===== config.mk =====
export PLATFORM = sky130hd
export DESIGN_NAME = uart_dump_tx
export DESIGN_NICKNAME = d
export VERILOG_FILES = /design/src/rtl/uart_dump_tx.sv
export SDC_FILE = /design/constraint.sdc
export NUM_CORES = 1
export LEC_CHECK = 0
export CORE_ASPECT_RATIO = 1.4
export CORE_MARGIN = 8
export CORE_UTILIZATION = 53
export DETAILED_ROUTE_END_ITERATION = 16
export PLACE_DENSITY = 0.8
export REMOVE_ABC_BUFFERS = 1
export SLEW_MARGIN = 40
export SYNTH_ARGS = -nofsm -noshare
export SYNTH_HDL_FRONTEND = slang
export SYNTH_SLANG_ARGS = --single-unit

===== constraint.sdc =====
create_clock -name clk -period 2.6 [get_ports clk]
set_input_delay 0.26 -clock clk [delete_from_list [all_inputs] [get_ports clk]]
set_output_delay 0.26 -clock clk [all_outputs]
set_load 0.02 [all_outputs]

===== src/rtl/uart_dump_tx.sv =====
// rtl/uart_dump_tx.sv - reads a block of 32-bit words from memory and sends them LSB byte first as 8N1 on tx
//
// Ports:
//   clk        system clock, single domain
//   rst        synchronous active-low reset
//   start      one-cycle dump request, ignored while busy
//   base_adr   first word address, sampled when start is accepted
//   word_cnt   number of words to send (0 .. 2^ADR_W), sampled when start is accepted
//   mem_re_o   memory read strobe, high only in FETCH
//   mem_adr_o  memory word address, held outside FETCH
//   mem_dat_i  memory read data, valid one cycle after mem_re_o
//   busy       high in every state except IDLE
//   done       one-cycle pulse when a dump finishes
//   tx         serial line, idle high

module uart_dump_tx #(
    parameter int CLK_HZ = 10000000,
    parameter int BAUD   = 115200,
    parameter int ADR_W  = 14
) (
    input  logic             clk,
    input  logic             rst,
    input  logic             start,
    input  logic [ADR_W-1:0] base_adr,
    input  logic [ADR_W:0]   word_cnt,
    output logic             mem_re_o,
    output logic [ADR_W-1:0] mem_adr_o,
    input  logic [31:0]      mem_dat_i,
    output logic             busy,
    output logic             done,
    output logic             tx
);

    // Whole clock cycles per bit; rounding to nearest, no fractional carry.
    localparam int DIV = (CLK_HZ + BAUD / 2) / BAUD;
    localparam int CW  = (DIV > 1) ? $clog2(DIV) : 1;
    localparam logic [CW-1:0] DIV_M1 = CW'(DIV - 1);

    typedef enum logic [2:0] {
        S_IDLE,
        S_FETCH,
        S_WAIT,
        S_START,
        S_DATA,
        S_STOP,
        S_FIN
    } state_t;

    state_t           state;
    state_t           state_n;
    logic [ADR_W-1:0] cur_adr;
    logic [ADR_W-1:0] adr_q;
    logic [ADR_W:0]   remaining;
    logic [31:0]      word_q;
    logic [1:0]       byte_idx;
    logic [2:0]       bit_idx;
    logic [CW-1:0]    baud_cnt;
    logic             in_bit;
    logic             bit_end;

    assign in_bit    = (state == S_START) || (state == S_DATA) || (state == S_STOP);
    assign bit_end   = in_bit && (baud_cnt == DIV_M1);
    assign mem_adr_o = adr_q;

    // State register plus datapath registers.
    always_ff @(posedge clk) begin
        if (!rst) begin
            state     <= S_IDLE;
            cur_adr   <= '0;
            adr_q     <= '0;
            remaining <= '0;
            word_q    <= '0;
            byte_idx  <= '0;
            bit_idx   <= '0;
            baud_cnt  <= '0;
        end else begin
            state <= state_n;
            // Counter restarts at every bit boundary and is parked outside the bit states,
            // so each state entry starts a fresh DIV-cycle bit.
            if (in_bit && !bit_end) begin
                baud_cnt <= baud_cnt + CW'(1);
            end else begin
                baud_cnt <= '0;
            end
            case (state)
                S_IDLE: begin
                    if (start) begin
                        cur_adr   <= base_adr;
                        remaining <= word_cnt;
                        if (word_cnt != '0) begin
                            adr_q <= base_adr;
                        end
                    end
                end
                S_WAIT: begin
                    word_q   <= mem_dat_i;
                    byte_idx <= '0;
                    bit_idx  <= '0;
                end
                S_DATA: begin
                    if (bit_end) begin
                        bit_idx <= bit_idx + 3'd1;
                    end
                end
                S_STOP: begin
                    if (bit_end) begin
                        if (byte_idx != 2'd3) begin
                            byte_idx <= byte_idx + 2'd1;
                        end else begin
                            remaining <= remaining - (ADR_W + 1)'(1);
                            cur_adr   <= cur_adr + ADR_W'(1);
                            // Only move the visible address when another fetch follows.
                            if (remaining != (ADR_W + 1)'(1)) begin
                                adr_q <= cur_adr + ADR_W'(1);
                            end
                        end
                    end
                end
                default: begin
                end
            endcase
        end
    end

    // Next-state logic.
    always_comb begin
        state_n = state;
        case (state)
            S_IDLE: begin
                if (start) begin
                    state_n = (word_cnt == '0) ? S_FIN : S_FETCH;
                end
            end
            S_FETCH: state_n = S_WAIT;
            S_WAIT:  state_n = S_START;
            S_START: begin
                if (bit_end) begin
                    state_n = S_DATA;
                end
            end
            S_DATA: begin
                if (bit_end && (bit_idx == 3'd7)) begin
                    state_n = S_STOP;
                end
            end
            S_STOP: begin
                if (bit_end) begin
                    if (byte_idx != 2'd3) begin
                        state_n = S_START;
                    end else if (remaining == (ADR_W + 1)'(1)) begin
                        state_n = S_FIN;
                    end else begin
                        state_n = S_FETCH;
                    end
                end
            end
            S_FIN:   state_n = S_IDLE;
            default: state_n = S_IDLE;
        endcase
    end

    // Outputs decoded from state.
    always_comb begin
        tx       = 1'b1;
        busy     = (state != S_IDLE);
        done     = (state == S_FIN);
        mem_re_o = (state == S_FETCH);
        case (state)
            S_START: tx = 1'b0;
            S_DATA:  tx = word_q[{byte_idx, bit_idx}];
            default: tx = 1'b1;
        endcase
    end

endmodule


==> summary.md <==
| Metric | Value |
|---|---|
| EDFF count, synth | `0` |
| Buf+Inv Stages, Crit Path | `1` |
| Critical Path AT | `2.23 ns` |
| Core area | `8510 sq um` |
| Met3 routed WL | `883 microns` |
| Tcrit/Tclk final | `95.8%` |
| Via-to-Cell Ratio | `5.86` |
| Critical Path Fanout Max | `5` |
| DRT antenna net count | `0` |
| DRT Wirelength | `12,200 microns` |
| Worst setup SP type | `flip-flop` |
| Hpwl dp | `8470 microns` |
| All-Layer GR Usage | `20.7%` |
| Sequential power share | `43.0%` |
| Maximum clock frequency | `0.401 GHz` |
| Initial DRC count | `341` |
| Critical path capture point type | `primary output` |
| Asr flop ratio synth | `0%` |
| Post-CTS Repair Setup Buffers | `0` |
| Hold Crit Class | `flip-flop to flip-flop` |
| Initial DRT Pass Iterations | `5` |
| Metal-1 WL | `4860 microns` |
| Most used DFF post-synth | `dfxtp_1` |
| Num rows | `40` |
| # hold bufs at CTS | `0` |
| Core Util, Final | `69.7%` |
| Yosys warnings | `0` |
| Layout cell share with drive strength beyond 1 | `8.49%` |
| Worst Skew | `0.00751 ns` |
| Post-synth top area cell | `dfxtp_1` |
| Met2 wire len | `6260 microns` |
| Origin of the critical flop-to-flop path | `remaining[4]` |
| Worst setup path category | `flip-flop to primary output` |
| FF-to-FF End | `mem_adr_o[0]` |
| Clk slew on worst S/H paths | `0.07 ns` |
| Nets | `738` |
| HP Start | `word_q[7]` |
| Worst-Skew Late Latency | `0.34 ns` |
| Tightest hold margin | `0.456 ns` |
| Clock Power Share | `39.3%` |
| Placer Congestion | `0.840` |
| Vias in the first global route | `4,463` |
| Most instantiated library cell after synthesis | `nand2_1` |
| Largest net degree at the start of global routing | `52` |
| CTS sink cnt | `90` |
| Crit path launch | `bit_idx[0]` |
| Highest routed layer | `met4` |
| Initial core utilization | `54.3%` |
| Delay of the slowest critical-path stage | `0.52 ns` |
| Top cell type's share of synthesized area | `39.0%` |
| Finished Layout Cells | `776` |
| Final setup vio count | `0` |
| Seq/Total Area, Yosys | `39.0%` |
| CTS resizes | `4` |
| Worst-margin pin slew | `0.612 ns` |
| Area growth syn-to-layout | `28.5%` |
| Worst-path cell chain | `mux4_2, mux2_2, nor4_2, nor4_1, dlygate4sd2_1` |
| Switching Power | `0.000972 W` |
| Delay-heaviest family, CP | `multiplexers` |
| Design Area, Final | `5930 sq um` |
| Outcome | `finished clean` |
| Final Worst Setup Slack | `0.108 ns` |
| Placed Instance Area | `5590 sq um` |
| CTS tree | `done` |
| Internal power consumption | `0.00262 W` |
| Maxcap violations | `0` |
| WL/cell | `15.7 microns` |
| Post-layout min period | `2.49 ns` |
| Chip height | `126 microns` |
| Die ar. | `12,000 sq um` |
| Leakage dissipation | `2.13 nW` |
| Commonest cells in the synthesized netlist | `nand2_1, dfxtp_1, a21oi_1` |
| Syn Area/Cell | `7.74 sq um` |
| I/O pins | `82` |
| Final slew viol count | `0` |
| Net Sw Frac | `27.1%` |
| CTS buffer count | `9` |
| Die width | `94.9 microns` |
| DR vias | `4,547` |
| Pre-CTS setup slack | `0.112 ns` |
| Synth Instances | `597` |
| Placed Cells | `760` |
| Reg2reg path depth | `6` |
| Antenna Cells | `0` |
| First-pass GRT wire length | `20,600 microns` |
| Root buffer cell | `clkbuf_16` |
| Fill cells | `724` |
| Synth unique cells | `59` |
| R2r setup slk | `0.43 ns` |
| CP required | `2.34 ns` |
| Synth area leaders | `dfxtp_1, nand2_1, a21oi_1` |
| Final Hold Fails | `0` |
| Power per Cell Area | `605 nW/um^2` |
| Synth Register Bits | `90` |
| Gr ovfl total | `0` |
| Antenna violations before repair | `0` |
| Combinational share of power | `17.7%` |
| Worst slew margin | `59.1%` |
| # DRC | `0` |
| H-Tree Depth | `3` |
| Cell Area, Synth | `4620 sq um` |
| Hold endpoint | `word_q[7]` |
| Maximum clock path buffer count | `2` |
| Reg area | `1810 sq um` |
| Worst Hold Depth | `2` |
| Largest vdd supply drop | `0.548 mV` |
| Area of the multi-input gates | `2640 sq um` |
| Port-buffer cells | `81` |
| Max stage delay cell, worst path | `mux4_2` |
==> routing by layer <==
metal	global-route usage, %	up-vias
met4	9.13	0
met5	0	-
li1	-	2258
met3	4.72	22
met2	34.7	190
met1	24.3	2077
==> worst max path at each step <==
| stage | to | slack [ns] | cells past startpoint |
|---|---|---|---|
| after global routing | tx | -0.002 | 5 |
| after floorplan | mem_adr_o[1] | -1.43 | 4 |
| after CTS | tx | 0.02 | 5 |
| final | tx | 0.11 | 5 |
| after detailed placement | tx | 0.11 | 5 |
| after global placement | tx | 0.12 | 5 |
==> per-stage QoR <==
step	TNS [ns]	power [W]
detailed placement	0	0.00220
global route	-0.00164	0.00374
global placement	0	0.00218
floorplan	-45.48	0.00191
finish	0	0.00359
CTS	0	0.00361
==> power groups by stage <==
stage | combinational, W | clock [W] | sequential [W]
after floorplan | 0.000327 | 0 | 0.00158
after global placement | 0.000615 | 0 | 0.00157
after detailed placement | 0.000627 | 0 | 0.00157
after CTS | 0.000632 | 0.00143 | 0.00154
after global routing | 0.000701 | 0.00148 | 0.00155
final | 0.000635 | 0.00141 | 0.00154
==> tightest hold or removal path, cell delays in order, from the launching register on <==
cell,delay (ns)
dfxtp_1,0.31
nand2_1,0.05
a21oi_1,0.05
==> layout by cell type (no fill, tap or decap), types with 3 or more instances in the layout <==
master / count
or3_1: 6
inv_1: 9
xor2_1: 6
xnor2_1: 5
ha_1: 8
mux4_2: 8
a21oi_1: 77
nand2_1: 126
clkbuf_16: 9
or4_1: 7
mux2i_1: 5
nor3_1: 6
nand3b_1: 3
a31oi_1: 8
nand2b_1: 3
o31ai_1: 7
buf_4: 16
a211oi_1: 5
nand3_1: 36
o21ai_1: 18
o211ai_1: 6
buf_12: 3
clkdlybuf4s50_1: 80
nand4_1: 3
and3_1: 3
dfxtp_1: 87
o21ai_0: 13
a21o_1: 4
nor4_1: 10
nor2_1: 36
o21a_1: 7
==> logic make-up (layout without fill, tap and decap cells) <==
| kind of cell | after synthesis | after routing | share of synthesized area, % |
|---|---|---|---|
| AOI/OAI and AO/OA | 163 | 163 | 21.0 |
| xor gates and xnor gates | 11 | 11 | 2.09 |
| adders and majority gates | 8 | 8 | 2.17 |
| buffers and inverters | 53 | 127 | 4.36 |
| DFF | 90 | 90 | 39.0 |
| muxes | 15 | 15 | 5.47 |
| and+or+nand+nor | 257 | 257 | 25.9 |
==> cell type report <==
class | count | share of cell area, %
Clock inverter | 7 | 1.69
Sequential cell | 90 | 30.5
Timing Repair Buffer | 101 | 16.8
Multi-Input combinational cell | 454 | 44.4
Inverter | 10 | 0.633
Tap cell | 105 | 2.21
Clock buffer | 9 | 3.80
==> registers in the layout (all words and copies together) (netlist names) <==
signal	count
cur_adr	14
state	3
mem_adr_o	14
word_q	32
bit_idx	3
byte_idx	2
remaining	15
baud_cnt	7
No activity file was read; power rests on OpenSTA's default activity.
